===== src/rtl/booth_divider.sv =====
// Sequential signed divider: 2*WIDTH-bit dividend by WIDTH-bit divisor.
// Magnitudes are divided by restoring division, one quotient bit per clock,
// MSB first. Signs are applied in a single fix-up cycle that also checks
// whether the quotient fits in WIDTH signed bits.
module booth_divider #(
  parameter int WIDTH = 4
) (
  input  logic                 clk,
  input  logic                 rst,
  input  logic                 start,
  input  logic [2*WIDTH-1:0]   dividend,
  input  logic [WIDTH-1:0]     divisor,
  output logic [WIDTH-1:0]     quotient,
  output logic [WIDTH-1:0]     remainder,
  output logic                 busy,
  output logic                 done,
  output logic                 div_by_zero,
  output logic                 overflow
);

  localparam int DW = 2 * WIDTH;
  localparam int CW = $clog2(DW + 1);

  typedef enum logic [1:0] {IDLE, CALC, FIX, DONE} state_t;

  state_t           r_state, w_next;
  logic [DW-1:0]    r_dvd;    // dividend magnitude, quotient bits shift in at LSB
  logic [WIDTH-1:0] r_rem;    // remainder magnitude between iterations
  logic [WIDTH-1:0] r_dsr;    // divisor magnitude
  logic             r_sdvd, r_sdsr;
  logic [CW-1:0]    r_cnt;
  logic [WIDTH-1:0] r_quot, r_remo;
  logic             r_busy, r_dz, r_ovf;

  logic [DW-1:0]    w_dvd_mag;
  logic [WIDTH-1:0] w_dsr_mag;
  logic [WIDTH:0]   w_trial, w_diff;
  logic             w_qbit, w_last, w_qneg, w_ovf;
  logic [DW-1:0]    w_lim;

  // Magnitudes are unsigned, so the most negative operands fit without wrap.
  assign w_dvd_mag = dividend[DW-1]   ? DW'(-dividend)   : dividend;
  assign w_dsr_mag = divisor[WIDTH-1] ? WIDTH'(-divisor) : divisor;

  // Partial remainder is WIDTH+1 bits: old remainder shifted with the next
  // dividend bit. A negative difference (borrow) means "restore".
  assign w_trial = {r_rem, r_dvd[DW-1]};
  assign w_diff  = w_trial - {1'b0, r_dsr};
  assign w_qbit  = ~w_diff[WIDTH];
  assign w_last  = (r_cnt == CW'(DW - 1));

  // Negative quotients may reach one further than positive ones.
  assign w_qneg = r_sdvd ^ r_sdsr;
  assign w_lim  = DW'((1 << (WIDTH - 1)) - 1) + DW'(w_qneg);
  assign w_ovf  = (r_dvd > w_lim);

  assign quotient    = r_quot;
  assign remainder   = r_remo;
  assign busy        = r_busy;
  assign done        = (r_state == DONE);
  assign div_by_zero = r_dz;
  assign overflow    = r_ovf;

  // State register.
  always_ff @(posedge clk or posedge rst) begin
    if (rst) r_state <= IDLE;
    else     r_state <= w_next;
  end

  // Next-state logic; start only matters in IDLE.
  always_comb begin
    w_next = r_state;
    case (r_state)
      IDLE: if (start) w_next = (divisor == '0) ? DONE : CALC;
      CALC: if (w_last) w_next = FIX;
      FIX:  w_next = DONE;
      DONE: w_next = IDLE;
      default: w_next = IDLE;
    endcase
  end

  // Datapath: capture on accept, iterate in CALC, sign/overflow fix-up in FIX.
  always_ff @(posedge clk or posedge rst) begin
    if (rst) begin
      r_dvd  <= '0;
      r_rem  <= '0;
      r_dsr  <= '0;
      r_sdvd <= 1'b0;
      r_sdsr <= 1'b0;
      r_cnt  <= '0;
      r_quot <= '0;
      r_remo <= '0;
      r_busy <= 1'b0;
      r_dz   <= 1'b0;
      r_ovf  <= 1'b0;
    end else begin
      case (r_state)
        IDLE: begin
          if (start) begin
            r_dvd  <= w_dvd_mag;
            r_dsr  <= w_dsr_mag;
            r_sdvd <= dividend[DW-1];
            r_sdsr <= divisor[WIDTH-1];
            r_rem  <= '0;
            r_cnt  <= '0;
            r_ovf  <= 1'b0;
            if (divisor == '0) begin
              r_dz   <= 1'b1;
              r_quot <= '0;
              r_remo <= '0;
              r_busy <= 1'b0;
            end else begin
              r_dz   <= 1'b0;
              r_busy <= 1'b1;
            end
          end
        end
        CALC: begin
          r_rem <= w_qbit ? w_diff[WIDTH-1:0] : w_trial[WIDTH-1:0];
          r_dvd <= {r_dvd[DW-2:0], w_qbit};
          r_cnt <= r_cnt + 1'b1;
        end
        FIX: begin
          r_busy <= 1'b0;
          if (w_ovf) begin
            r_ovf  <= 1'b1;
            r_quot <= '0;
            r_remo <= '0;
          end else begin
            r_quot <= w_qneg ? WIDTH'(-r_dvd[WIDTH-1:0]) : r_dvd[WIDTH-1:0];
            // Negating a zero remainder leaves it zero.
            r_remo <= r_sdvd ? WIDTH'(-r_rem) : r_rem;
          end
        end
        default: ;
      endcase
    end
  end

endmodule


===== config.mk =====
export PLATFORM = sky130hd
export DESIGN_NAME = booth_divider
export DESIGN_NICKNAME = d
export VERILOG_FILES = /design/src/rtl/booth_divider.sv
export SDC_FILE = /design/constraint.sdc
export NUM_CORES = 1
export LEC_CHECK = 0
export ABC_AREA = 1
export CAP_MARGIN = 20
export CORE_MARGIN = 3
export CORE_UTILIZATION = 60
export CTS_CLUSTER_DIAMETER = 40
export DETAILED_ROUTE_END_ITERATION = 16
export GPL_ROUTABILITY_DRIVEN = 0
export GPL_TIMING_DRIVEN = 0
export PLACE_DENSITY = 0.85
export SLEW_MARGIN = 40
export SYNTH_ARGS = -nofsm -noshare
export SYNTH_HDL_FRONTEND = slang
export SYNTH_SLANG_ARGS = --single-unit

===== constraint.sdc =====
create_clock -name clk -period 5 [get_ports clk]
set_input_delay 0.5 -clock clk [delete_from_list [all_inputs] [get_ports clk]]
set_output_delay 0.5 -clock clk [all_outputs]
set_load 0.01 [all_outputs]

==> flow_summary.ini <==
[timing]
setup_viol = 0
layout_worst_path_cycle_share_pct = 39.2
fin_tns_setup_ns = 0
clock_skew_ns = 0.00632
slew_viol_final = 0
tightestPinTransition_ns = 0.720
fmax_mhz = 510
fin_crit_ns = 1.96
finalHoldViolCount = 0
rsz0062_at_grt = false
slew_headroom_pct = 52.0
hold_ws_ns = 0.480

[min_path]
hp-start = quotient[2]
hold_class = reg -> reg

[run]
cap_viol_max_count = 0

[finish]
nets = 349
drive_gt1_share_pct = 10.1
final_common_cell = nand2_1
stdcell_area_um2 = 2580
layout_common_cells = 88 x nand2_1, 36 x inv_1, 35 x dfrtp_1
n_antenna_cell = 0
syn2layout_area_growth_pct = 17.3
fillers = 281
fin_cells = 363

[setup_path]
crit_start = r_dvd[7]
start_kind = flip-flop
critical_path_class = reg -> reg
rr_startpoint = r_dvd[7]
crit_arrival_ns = 2.14
critPathCaptureType = flip-flop
reg2reg_slack_ns = 3.04
cp.required_ns = 5.18
cp_max_fo = 5

[yosys]
synth_top_area_cell = dfrtp_1
synth_area_um2 = 2200
synth_cells = 286
yosys-top-cells-area = dfrtp_1 40%, nand2_1 15%, ha_1 8.5%
syn_avg_cell_area_um2 = 7.70
ys_ff_latch = 35
ys_warn_count = 0
ys_types = 35
syn-num-nets = 317
yosysTopAreaCellShare_pct = 39.8
ys_seq_area_share_pct = 39.8

[floorplanning]
io_pins = 27
die_area_um2 = 4440
num_rows = 21
core-area_um2 = 3440
die_w_um = 66.6
fp.dieH_um = 66.6
start_util_pct = 64.0

[clocking]
cts_resized = 0
cts_setup_buffers = 0
ctsLongestPathBuffers = 2
cts_inserted_buffers = 5
clock_latency_ns = 0.28
cts_tree = done
clk_pin_slew_ns = 0.07
hold_buffers = 0
cts_root_buf = clkbuf_8
cts_sinks = 35
htreeDepth = 2

[detailed_routing]
drtIter0Drc = 143
routedWlPerCell_um = 12.0
drc = 0
drt_wl_total_um = 4360
via_per_inst = 5.33
ant_nets = 0
drt-pass1-iter-count = 4
vias = 1934

[pwr]
irDropWorstVdd_mv = 0.369
p_per_area_nw_per_um2 = 603
p_leak_nw = 1.34

[grt]
grt_pass1_wl_um = 7670
grt_overflow = 0
antenna_found_initial = 0
grt_max_degree = 36
grt_pass1_vias = 1763
grt_use_total_pct = 22.6

[outcome]
status = complete, no violations

[placement]
portBuffers = 25
dpl.hpwl_um = 3320
dp_cells = 357
placed_cell_area_um2 = 2510
registers in the layout, summed over array words and instances, names as in the netlist:
register,cells
r_cnt,4
r_rem,4
r_dvd,8
r_sdsr,1
busy,1
quotient,4
r_dsr,4
div_by_zero,1
r_state,2
overflow,1
r_sdvd,1
remainder,4
synthesized netlist by cell type:
cell type  number
a21oi_1        19
a22o_1          1
a22oi_1         2
a31oi_1         3
a41oi_1         1
buf_2           4
buf_4           1
clkbuf_1        1
clkinv_2        1
dfrtp_1        35
fa_1            1
ha_1           15
inv_1          37
inv_2           4
nand2_1        88
nand2_2         8
nand2_4         1
nand3_1        10
nand4_1         2
nor2_1         11
nor2_2          2
nor2_4          1
nor3_1          2
nor3_2          1
nor4_1          1
o211ai_1        3
o21ai_0        14
o21ai_1         2
o21ai_2         2
o22ai_1         1
o31ai_1         1
o41ai_1         1
xnor2_1         1
xor2_1          8
xor2_2          1
kinds of logic after synthesis:
kind of cell             synth area share (%)
XOR/XNOR                                 4.32
AND/OR/NAND/NOR                          24.8
buffers and inverters                    8.63
flip-flops                               39.8
AO/OA/AOI/OAI                            13.1
adder cells (fa/ha/maj)                  9.43
worst max-delay path, stage by stage, from the launching register on:
cell and delay [ns]:
dfrtp_1 0.34, inv_1 0.08, ha_1 0.23, fa_1 0.42, o21ai_2 0.25, xor2_2 0.29, nand2_1 0.10, nand3_1 0.10
nand2_1 0.05
layer usage:
metal	share of wire (%)	track usage, %	wire, µm	up-vias
li1	-	-	-	977
met1	47	29.7	2060	911
met2	47	36.6	2060	40
met3	4.5	5.23	195	6
met4	1.2	7.61	51	0
met5	0	0	0	-
through the flow:
step | power, mW | utilization, % | worst slack (ns)
after floorplan | 1.15 | - | 3.27
after global placement | 1.34 | 73.0 | 2.92
after detailed placement | 1.37 | 73.0 | 2.93
after CTS | 1.56 | 75.1 | 3.05
after global routing | 1.72 | 75.1 | 2.93
final | 1.56 | 75.1 | 3.04
area by class of cell:
class | instances | area, µm² | area share [%]
Buffer | 6 | 31.3 | 1.21
Clock buffer | 6 | 72.6 | 2.81
Inverter | 42 | 159 | 6.15
Multi-Input combinational cell | 203 | 1140 | 44.0
Sequential cell | 35 | 876 | 33.9
Tap cell | 46 | 57.6 | 2.23
Timing Repair Buffer | 25 | 250 | 9.69
final timing paths:
kind / cells after the start / endpoint
min in group asynchronous: 2 / r_rem[1]
max: 8 / r_rem[1]
max in group asynchronous: 2 / overflow
min: 2 / quotient[2]
min reg2reg: 2 / quotient[2]
max reg2reg: 8 / r_rem[1]
report_power, final:
group | internal (mW) | leakage, nW | total, mW | switching [mW]
registers | 0.392 | 0.445 | 0.480 | 0.0886
clock network | 0.0927 | 0.0371 | 0.184 | 0.0914
logic | 0.350 | 0.861 | 0.894 | 0.544
total | 0.835 | 1.34 | 1.56 | 0.724
(Power assumes the default switching activity.)
